**src/rtl/fetch_seq_pkg.sv**
```systemverilog
// Shared constants and types for the fetch sequencer and its neighbours.
package fetch_seq_pkg;
  localparam logic [31:0] RESET_PC   = 32'h0000_3000;
  localparam logic [31:0] EXC_VECTOR = 32'h0000_4180;
  localparam int          IM_AW      = 12;

  typedef logic [31:0] instr_t;

  typedef enum logic {
    ST_RUN  = 1'b0,
    ST_HOLD = 1'b1
  } fetch_state_e;

  // ROM word index for a PC: (pc - RESET_PC) >> 2, truncated so high PCs alias.
  function automatic logic [IM_AW-1:0] imem_index(input logic [31:0] pc);
    logic [31:0] off;
    off = pc - RESET_PC;
    return off[IM_AW+1:2];
  endfunction
endpackage

```
**src/rtl/fetch_seq_if.sv**
```systemverilog
// Control inputs and fetch outputs between the pipeline and the PC sequencer.
interface fetch_seq_if;
  import fetch_seq_pkg::*;

  logic             stall_i;
  logic             redir_valid_i;
  logic [31:0]      redir_target_i;
  logic             exc_req_i;
  logic             eret_req_i;
  logic [31:0]      epc_i;
  logic [31:0]      pc_o;
  logic [31:0]      pc8_o;
  logic [IM_AW-1:0] imem_addr_o;
  logic             fetch_exc_o;
  logic             pend_o;

  // Pipeline side: drives control, consumes fetch address.
  modport master (
    output stall_i, redir_valid_i, redir_target_i, exc_req_i, eret_req_i, epc_i,
    input  pc_o, pc8_o, imem_addr_o, fetch_exc_o, pend_o
  );

  // Sequencer side.
  modport slave (
    input  stall_i, redir_valid_i, redir_target_i, exc_req_i, eret_req_i, epc_i,
    output pc_o, pc8_o, imem_addr_o, fetch_exc_o, pend_o
  );
endinterface

```
**src/rtl/fetch_seq.sv**
```systemverilog
// Next-PC sequencer for the IF stage. Owns the PC, buffers a redirect that
// arrives while stalled, and derives ROM index / link value from the PC.
module fetch_seq
  import fetch_seq_pkg::*;
(
  input  logic        clk,
  input  logic        reset,
  fetch_seq_if.slave  fs
);

  logic [31:0]  pc;
  logic         pend_valid;
  logic [31:0]  pend_target;
  fetch_state_e state;

  // Next-PC selection; exception/ERET override stall, a fresh redirect beats
  // a buffered one, and a redirect seen in a stall is replayed on release.
  always_ff @(posedge clk) begin
    if (reset) begin
      pc          <= RESET_PC;
      pend_valid  <= 1'b0;
      pend_target <= '0;
      state       <= ST_RUN;
    end else begin
      state <= fs.stall_i ? ST_HOLD : ST_RUN;
      if (fs.exc_req_i) begin
        pc         <= EXC_VECTOR;
        pend_valid <= 1'b0;
      end else if (fs.eret_req_i) begin
        pc         <= fs.epc_i;
        pend_valid <= 1'b0;
      end else if (fs.stall_i) begin
        if (fs.redir_valid_i) begin
          pend_target <= fs.redir_target_i;
          pend_valid  <= 1'b1;
        end
      end else if (fs.redir_valid_i) begin
        pc         <= fs.redir_target_i;
        pend_valid <= 1'b0;
      end else if (pend_valid) begin
        pc         <= pend_target;
        pend_valid <= 1'b0;
      end else begin
        pc <= pc + 32'd4;
      end
    end
  end

  // Outputs depend only on registered state; misaligned PCs are flagged, not fixed.
  assign fs.pc_o        = pc;
  assign fs.pc8_o       = pc + 32'd8;
  assign fs.imem_addr_o = imem_index(pc);
  assign fs.fetch_exc_o = |pc[1:0];
  assign fs.pend_o      = pend_valid;

endmodule
```
**src/flat_wrapper.sv**
```systemverilog
// flat-port wrapper written by rule: the top's interface ports become plain ports
module fetch_seq_flat import fetch_seq_pkg::*;
  (clk, reset, fs_stall_i, fs_redir_valid_i, fs_redir_target_i, fs_exc_req_i, fs_eret_req_i, fs_epc_i, fs_pc_o, fs_pc8_o, fs_imem_addr_o, fs_fetch_exc_o, fs_pend_o);
  fetch_seq_if fs_i ();
  input  logic clk;
  input  logic reset;
  input wire logic [$bits(fs_i.stall_i)-1:0] fs_stall_i;
  input wire logic [$bits(fs_i.redir_valid_i)-1:0] fs_redir_valid_i;
  input wire logic [$bits(fs_i.redir_target_i)-1:0] fs_redir_target_i;
  input wire logic [$bits(fs_i.exc_req_i)-1:0] fs_exc_req_i;
  input wire logic [$bits(fs_i.eret_req_i)-1:0] fs_eret_req_i;
  input wire logic [$bits(fs_i.epc_i)-1:0] fs_epc_i;
  output wire logic [$bits(fs_i.pc_o)-1:0] fs_pc_o;
  output wire logic [$bits(fs_i.pc8_o)-1:0] fs_pc8_o;
  output wire logic [$bits(fs_i.imem_addr_o)-1:0] fs_imem_addr_o;
  output wire logic [$bits(fs_i.fetch_exc_o)-1:0] fs_fetch_exc_o;
  output wire logic [$bits(fs_i.pend_o)-1:0] fs_pend_o;
  assign fs_i.stall_i = fs_stall_i;
  assign fs_i.redir_valid_i = fs_redir_valid_i;
  assign fs_i.redir_target_i = fs_redir_target_i;
  assign fs_i.exc_req_i = fs_exc_req_i;
  assign fs_i.eret_req_i = fs_eret_req_i;
  assign fs_i.epc_i = fs_epc_i;
  assign fs_pc_o = fs_i.pc_o;
  assign fs_pc8_o = fs_i.pc8_o;
  assign fs_imem_addr_o = fs_i.imem_addr_o;
  assign fs_fetch_exc_o = fs_i.fetch_exc_o;
  assign fs_pend_o = fs_i.pend_o;
  fetch_seq u_core (.clk(clk), .reset(reset), .fs(fs_i));
endmodule
```
**config.mk**
```make
export PLATFORM = sky130hd
export DESIGN_NAME = fetch_seq_flat
export DESIGN_NICKNAME = d
export VERILOG_FILES = /design/src/rtl/fetch_seq_pkg.sv /design/src/rtl/fetch_seq_if.sv /design/src/rtl/fetch_seq.sv /design/src/flat_wrapper.sv
export SDC_FILE = /design/constraint.sdc
export NUM_CORES = 1
export LEC_CHECK = 0
export BUFFER_PORTS_ARGS = -buffer_cell sky130_fd_sc_hd__buf_2
export CAP_MARGIN = 0
export CORE_UTILIZATION = 45
export CTS_CLUSTER_DIAMETER = 150
export DETAILED_ROUTE_END_ITERATION = 8
export PLACE_DENSITY = 0.81
export SYNTH_ARGS = -nofsm -noshare
export SYNTH_HDL_FRONTEND = slang
export SYNTH_SLANG_ARGS = --single-unit
```
**constraint.sdc**
```tcl
create_clock -name clk -period 2.45 [get_ports clk]
set_input_delay 0.6125 -clock clk [delete_from_list [all_inputs] [get_ports clk]]
set_output_delay 0.6125 -clock clk [all_outputs]
set_load 0.03 [all_outputs]
```
Word-level counts from Yosys, hierarchy flattened
Cells that the tools add are included.
{"block": "totals", "ff_bits": 65, "latchBits": 0, "ram_bits": 0, "rom_bits": 0, "inputBits": 70, "out_inout_bits": 78, "mem_count": 0}
{"block": "classes", "addsub": 3, "mul": 0, "div": 0, "n_lt_le_gt_ge": 0, "eq_ne": 2, "shift": 0, "n_mux": 5, "bitwise": 3, "n_reduce_logical": 4}
{"op": "32-bit 2-to-1 mux", "n": 4}
{"op": "32-bit by 3-bit adder with 32-bit output (second input constant)", "n": 1}
{"op": "32-bit by 4-bit adder with 32-bit output (second input constant)", "n": 1}
{"op": "15-bit 2-to-1 mux", "n": 1}
{"op": "14-bit subtractor (second input constant)", "n": 1}
{"op": "4-bit AND reduction", "n": 1}
{"op": "2-bit OR reduction", "n": 2}
{"op": "4-bit OR reduction", "n": 1}
{"op": "3-bit by 1-bit != test with 1-bit output (second input constant)", "n": 1}
{"op": "1-bit NOT", "n": 3}
{"op": "2-bit by 1-bit != test with 1-bit output (second input constant)", "n": 1}

Longest topological paths before layout
Gate-level depths: netlist of run 1.
{"block": "depth", "depth_word": 6, "ltp_mapped": 8, "depth_no_buf": 6}

Least setup slack after synthesis of run 1
Ideal clock, no wire load.
{"block": "synth_path", "path_type": "reg2out", "from": "reg u_core.pc[13], in the netlist u_core.fs.pc_o[13]", "to": "out fs_pc8_o[20]", "t_arrival_ns": 2.243, "required_time_ns": 1.837, "setup_slack_ns": -0.405, "path_stages_with_launch": 8, "path_buffers": 1, "cell_sequence": "dfxtp_1 -> ha_1 -> and3_1 -> and3_1 -> clkbuf_1 -> and2_1 -> nand3_1 -> xnor2_1"}
{"block": "synth_via", "elab_chain_cells": 1}
{"item": "start: declaration", "line": "fetch_seq.sv:11", "rtl": "logic [31:0] pc;"}
{"item": "start signal: assignment", "line": "fetch_seq.sv:30", "rtl": "pc <= fs.epc_i;"}
{"item": "start signal: assignment", "line": "fetch_seq.sv:38", "rtl": "pc <= fs.redir_target_i;"}
{"item": "start signal: assignment", "line": "fetch_seq.sv:41", "rtl": "pc <= pend_target;"}
{"item": "32-bit by 4-bit adder with 32-bit output", "line": "fetch_seq.sv:51", "rtl": "assign fs.pc8_o = pc + 32'd8;"}
{"item": "end: declaration", "line": "flat_wrapper.sv:14", "rtl": "output wire logic [$bits(fs_i.pc8_o)-1:0] fs_pc8_o;"}
Every way passes these cells.

Final worst setup path of run 1
{"block": "layout_path", "from": "reg u_core.pc[3], in the netlist u_core.fs.pc_o[3]", "to": "out fs_pc8_o[21]"}
Same word-level chain as after synthesis.

==> results of run 1 <==
## cell usage after synthesis (9+ instances only)
cell	count	area, um^2
sky130_fd_sc_hd__nand4_1	13	81.3
sky130_fd_sc_hd__nand2_1	103	387
sky130_fd_sc_hd__dfxtp_1	65	1300
sky130_fd_sc_hd__inv_1	10	37.5
sky130_fd_sc_hd__nor3_1	16	80.1
sky130_fd_sc_hd__nand3_1	19	95.1
sky130_fd_sc_hd__a21oi_1	58	290
sky130_fd_sc_hd__buf_4	14	105
sky130_fd_sc_hd__xnor2_1	26	228
sky130_fd_sc_hd__xor2_1	17	149
sky130_fd_sc_hd__clkbuf_1	38	143
sky130_fd_sc_hd__o21ai_0	33	165
sky130_fd_sc_hd__a221oi_1	16	140
sky130_fd_sc_hd__nand2b_1	9	56.3
sky130_fd_sc_hd__nor2_1	27	101
## worst paths after layout
path,to,from,slack [ps]
setup reg to reg,u_core.fs.pc_o[26],u_core.fs.pc_o[3],180
hold / removal,u_core.pend_target[0],u_core.pend_target[0],450
setup / recovery,fs_pc8_o[21],u_core.fs.pc_o[3],-90
hold reg to reg,u_core.pend_target[0],u_core.pend_target[0],450
## layout make-up
| type | instances | area, um^2 | share of cell area, % |
|---|---|---|---|
| timing repair buffer | 220 | 1390 | 22.4 |
| tap | 129 | 161 | 2.60 |
| sequential | 65 | 1350 | 21.8 |
| inverter | 11 | 41.3 | 0.664 |
| multi-input combinational | 449 | 3020 | 48.6 |
| clock inverter | 5 | 85.1 | 1.37 |
| clock buffer | 11 | 163 | 2.62 |
## state kept, by name (all words and copies together), names as in the netlist, named ones only
signal and flops:
u_core.fs.pc_o 30, u_core.pend_target 32, u_core.fs.pend_o 1
## power groups by stage
stage	Clock, mW	Sequential, mW	Combinational [mW]
finish	1.13	1.14	0.738
global route	1.18	1.14	0.781
CTS	1.13	1.14	0.707
detailed placement	0	1.17	0.667
global placement	0	1.16	0.661
floorplan	0	1.22	0.370
## worst max-delay path, cell delays in order (launching register included)
cell	delay, ps
sky130_fd_sc_hd__dfxtp_4	370
sky130_fd_sc_hd__ha_4	150
sky130_fd_sc_hd__and3_4	210
sky130_fd_sc_hd__nand4_1	240
sky130_fd_sc_hd__nor3_2	260
sky130_fd_sc_hd__xnor2_1	150
sky130_fd_sc_hd__buf_4	190
## timing repair
item                                    CTS  global route
endpoints found under the setup margin   19            19
buffers inserted                         17             3
hold endpoints to repair                  0             0
pin swaps                                15            16
resized for setup                        47            40
## per-layer routing
layer | vias to the layer above | share of wire (%) | GRT usage (%)
li1 | 2437 | - | -
met4 | 0 | 3.3 | 10.5
met3 | 44 | 10 | 5.01
met1 | 2402 | 42 | 44.7
met5 | - | 0 | 0
met2 | 319 | 45 | 47.8
## cell families (layout without fill, tap and decap cells)
family / Yosys count / after routing / share of synthesized area, %
buf+inv: 72 / 247 / 7.63
compound gates: 161 / 161 / 23.8
simple gates: 234 / 234 / 27.3
xor+xnor: 43 / 43 / 8.64
fa+ha+maj: 3 / 3 / 0.861
flops: 65 / 65 / 29.8
mux: 8 / 8 / 1.87
## metrics by stage
step | setup slack, ps | total power [mW]
floorplan | 0.966 | 1.59
CTS | -111 | 2.98
finish | -88.0 | 3.01
global route | -168 | 3.10
detailed placement | 73.8 | 1.83
global placement | 80.2 | 1.82
==> run metrics, run 1 <==
Sw Ratio=32.2%; Synth Register Bits=65; RD Place Congestion=0.939; width of the die=100 um; clock root buffer=sky130_fd_sc_hd__clkbuf_8; IO buf count=147; Core Region=9330 um^2; row count=35; via count of the first global-routing pass=4,622; number of CTS-inserted buffers=9; die extent in y=100 um; Critical Path RT=1840 ps; clock-pin slew of the registers on the worst-case setup and hold paths=90 ps; commonest non-fill, non-tap cells in the layout=sky130_fd_sc_hd__buf_2, sky130_fd_sc_hd__nand2_1, sky130_fd_sc_hd__buf_4; post-layout instance area=6220 um^2; run status=finished with violations; internal power=2.04 mW; sum of net half-perimeters after detailed placement=11,800 um; relative contribution of the clock network to total power=37.7%; Final Net Count=829; via count=5,202; Hold Violations, Final=0; Clock Skew=12.3 ps; iteration-0 DRC count of the detailed router=488; maximum ir drop on the vdd rail=0.307 mV; final cycle utilization of the critical path=104%; combinational fraction of design power=24.5%; clock period minus worst slack=2540 ps; combined global-route utilization of all metal layers=31.3%; Worst Setup End Kind=primary output; clock latency reported for the late side of the worst-skew pair=360 ps; max cap viols=0; post-synth design cell area=4360 um^2; Starting Density=46.7%; highest achievable clock rate=394 MHz; reported leakage power=2.69 nW; net switching power=0.971 mW; core utilization of the finished layout=66.7%; non-filler instance count after layout=890; Avg WL per Cell=18.0 um; area of the die=10,100 um^2; share of post-route cells with drive strength above 1=41.4%; pin count of the biggest net entering global routing=33; yosys synthesis warning count=0; average via count per standard cell=5.84; cell depth of the worst min-delay path=2; Post-synth EDFFs=0; class of the worst hold path=register to register; dominant register cell in the synthesized netlist=sky130_fd_sc_hd__dfxtp_1; actual slew at the worst max-slew pin=683 ps; number of placed cells counting well taps=854; Fillers=793; first-pass detailed-route iteration total=5; antenna violations before repair=0; wire length after detailed routing=16,100 um; wire length of the first global-routing pass=24,300 um; proportion of power drawn by flip-flops and latches=37.8%; Clock H-tree levels=3; net count of the mapped netlist=659; Post-DP Area=5510 um^2; maximum fanout count along the critical path=4; fraction of synthesis flops using an asynchronous set or reset pin=0%; leftover overflow at the end of global routing=0; antenna diode count=0; number of hold buffers added after CTS=0; TritonCTS clock tree=yes; area added between synthesis and finish=42.6%; clk sinks=65; share of the yosys chip area belonging to registers=29.8%; Residual DRC=0; Worst Reg2Reg Path Length in Cells=7; unrepaired setup endpoints after global routing=true; Synth cell types=67; Arr. time, crit path=1930 ps; final antenna-violating net count=0; number of placed I/O pins=148; worst hold-check slack=453 ps; setup TNS=-455 ps; most common library cell in the layout ignoring fill and taps=sky130_fd_sc_hd__buf_2; worst slew slack as a fraction of its limit=54.5%; violations in the final reports=negative setup slack; power density cells=484 nW/um^2; kind of critical path=register to primary output; number of max-slew violations in the final report=0; final setup vio count=9; element type at the critical path start=register; final setup margin=-88.0 ps; maximum root-to-sink buffer count=2; mean instance size in the synthesized netlist=7.44 um^2; Syn Inst Count=586
No activity file was read; power rests on OpenSTA's default activity.
==> run 2: changes to the inputs <==
--- a/config.mk
+++ b/config.mk
@@ -5,12 +5,12 @@
 export SDC_FILE = /design/constraint.sdc
 export NUM_CORES = 1
 export LEC_CHECK = 0
-export BUFFER_PORTS_ARGS = -buffer_cell sky130_fd_sc_hd__buf_2
 export CAP_MARGIN = 0
 export CORE_UTILIZATION = 45
 export CTS_CLUSTER_DIAMETER = 150
 export DETAILED_ROUTE_END_ITERATION = 8
-export PLACE_DENSITY = 0.81
+export DONT_BUFFER_PORTS = 1
+export PLACE_DENSITY = 0.68
 export SYNTH_ARGS = -nofsm -noshare
 export SYNTH_HDL_FRONTEND = slang
 export SYNTH_SLANG_ARGS = --single-unit
==> run 2 against run 1 <==
Utilization down 6.1 points. Cell area down 9.1%. The flow still finishes with violations (negative setup slack). Clock power about the same. First-iteration DRC count down 3.7%. Via count down 7.9%. Critical path depth up 1.
==> run metrics, run 2 (synthesized netlist as in run 1, its figures left out) <==
Worst Setup End Kind=primary output; antenna violations before repair=0 (unchanged); share of post-route cells with drive strength above 1=29.0% (-12 points); multi-input gate area in the final layout=3040 um^2 (+0.58%); power density cells=506 nW/um^2 (+4.5%); clock period minus worst slack=2530 ps (-5.69 ps); Avg WL per Cell=20.5 um (+13%); final antenna-violating net count=0 (unchanged); clock latency reported for the late side of the worst-skew pair=350 ps (about the same); maximum fanout count along the critical path=4 (unchanged); kind of critical path=register to primary output; reported leakage power=2.17 nW (-19%); Clock Skew=17.0 ps (+4.76 ps); clk sinks=65 (unchanged); average via count per standard cell=6.22 (+6.5%); Residual DRC=0 (unchanged); actual slew at the worst max-slew pin=666 ps (-17.3 ps); die extent in y=100 um (unchanged); iteration-0 DRC count of the detailed router=470 (-3.7%); pin count of the biggest net entering global routing=54 (+64%); Worst Reg2Reg Path Length in Cells=8 (+1); combined global-route utilization of all metal layers=30.9% (-0.35 points); sum of net half-perimeters after detailed placement=11,200 um (-5.2%); Clock H-tree levels=3 (unchanged); worst setup path end=fs_pc8_o[25]; area of the die=10,100 um^2 (unchanged); most common library cell in the layout ignoring fill and taps=sky130_fd_sc_hd__nand2_1; maximum ir drop on the vdd rail=0.317 mV (+3.2%); clock root buffer=sky130_fd_sc_hd__clkbuf_8; wire length of the first global-routing pass=23,800 um (-1.9%); number of CTS-inserted buffers=9 (unchanged); first-pass detailed-route iteration total=5 (unchanged); worst-path cell chain=ha_4 > and3_4 > nand4_1 > buf_6 > nor3_2 > xor2_2 > buf_6; row count=35 (unchanged); final cycle utilization of the critical path=103% (-0.23 points); Hold Violations, Final=0 (unchanged); hold path startpoint=reset; unrepaired setup endpoints after global routing=true; area added between synthesis and finish=29.6%; final setup margin=-82.3 ps (+5.69 ps); Critical Path RT=1840 ps (about the same); final setup vio count=9 (unchanged); non-filler instance count after layout=770 (-13%); number of placed cells counting well taps=737 (-14%); Register Area=1340 um^2 (-0.74%); leftover overflow at the end of global routing=0 (unchanged); Fillers=817 (+3.0%); launch point of the worst path=u_core.fs.pc_o[3]; violations in the final reports=negative setup slack; highest achievable clock rate=395 MHz (+0.22%); number of max-slew violations in the final report=0 (unchanged); flip-flop count of the largest register after layout=32 (unchanged); Final Net Count=709 (-14%); RD Place Congestion=0.917 (-2.3%); Crit Reg-Reg Endpoint=u_core.fs.pc_o[26]; class of the worst hold path=input port to register; Design Power=2.86 mW (-5.0%); maximum root-to-sink buffer count=2 (unchanged); Starting Density=46.7% (unchanged); antenna diode count=0 (unchanged); worst hold-check slack=335 ps (-118 ps); worst slew slack as a fraction of its limit=55.6% (+1.2 points); wire length after detailed routing=15,800 um (-1.8%); TritonCTS clock tree=yes; Worst path max stage delay=370 ps (about the same); CP dominant cell by count=sky130_fd_sc_hd__buf_6; setup TNS=-366 ps (+89.2 ps); Worst path slowest cell=sky130_fd_sc_hd__dfxtp_4; IO buf count=0 (-100%); number of hold buffers added after CTS=0 (unchanged); top register by number of flip-flops=u_core.pend_target; Arr. time, crit path=1920 ps (about the same); critical register-to-register path startpoint=u_core.fs.pc_o[3]; element type at the critical path start=register; Core Region=9330 um^2 (unchanged); number of placed I/O pins=148 (unchanged); max cap viols=0 (unchanged); clock-pin slew of the registers on the worst-case setup and hold paths=80 ps (about the same); via count of the first global-routing pass=4,347 (-5.9%); commonest non-fill, non-tap cells in the layout=sky130_fd_sc_hd__nand2_1, sky130_fd_sc_hd__buf_4, sky130_fd_sc_hd__a21oi_1; run status=finished with violations; width of the die=100 um (unchanged); via count=4,792 (-7.9%); setup slack of the worst register-to-register path=150 ps (-30 ps)
[run 2: changes by cell type in the layout (fill, tap and decap cells not counted), sizes merged]
| cell | previous run | this run |
|---|---|---|
| inv | 10 | 11 |
| clkinv | 3 | 2 |
| clkinvlp | 1 | 0 |
| buf | 219 | 100 |
[run 2: layer usage]
layer	routed length, um	global-route usage, %	up-vias
li1	-	-	2192
met1	6390	44.2	2269
met2	7210	46.7	294
met3	1820	6.20	37
met4	343	9.36	0
met5	0	0	-
[run 2: metrics by stage]
stage                     worst slack [ps]  cell area, um^2  util [%]
after floorplan                      0.966             4510         -
after global placement                 129             4990      53.5
after detailed placement              89.6             4990      53.5
after CTS                             -115             5520      59.2
after global routing                  -163             5650      60.6
final                                -82.3             5650      60.6
[run 2: layout make-up]
type | instances | area share (%)
timing repair buffer | 100 | 14.6
multi-input combinational | 449 | 53.8
clock inverter | 4 | 1.26
inverter | 11 | 0.731
tap | 129 | 2.86
sequential | 65 | 23.8
clock buffer | 12 | 2.95
[run 2: critical path: cells and delay by family (launching register included)]
| kind | cells | cell delay [ps] |
|---|---|---|
| xor+xnor | 1 | 170 |
| fa+ha+maj | 1 | 150 |
| buf+inv | 2 | 310 |
| flops | 1 | 370 |
| simple gates | 3 | 580 |
[run 2: repair_timing]
item | 4_1_cts | 5_1_grt
setup endpoints to repair | 15 | 21
gates cloned | 0 | 0
pin swaps | 14 | 11
resized for setup | 35 | 24
buffers inserted | 15 | 2
[run 2: worst min path at each step]
stage          cells after the start                      to  slack, ps
2_1_floorplan                      2   u_core.pend_target[0]        430
3_3_place_gp                       2   u_core.pend_target[0]        430
3_5_place_dp                       2  u_core.pend_target[12]        440
4_1_cts                            1  u_core.pend_target[19]        320
5_1_grt                            1  u_core.pend_target[21]        320
6_report                           1   u_core.pend_target[0]        340
[run 2: power by group]
group	internal (mW)	total, mW	leakage (nW)	switching [mW]
Sequential	1.10	1.14	0.539	0.0427
Combinational	0.230	0.610	1.51	0.380
Clock	0.663	1.11	0.122	0.448
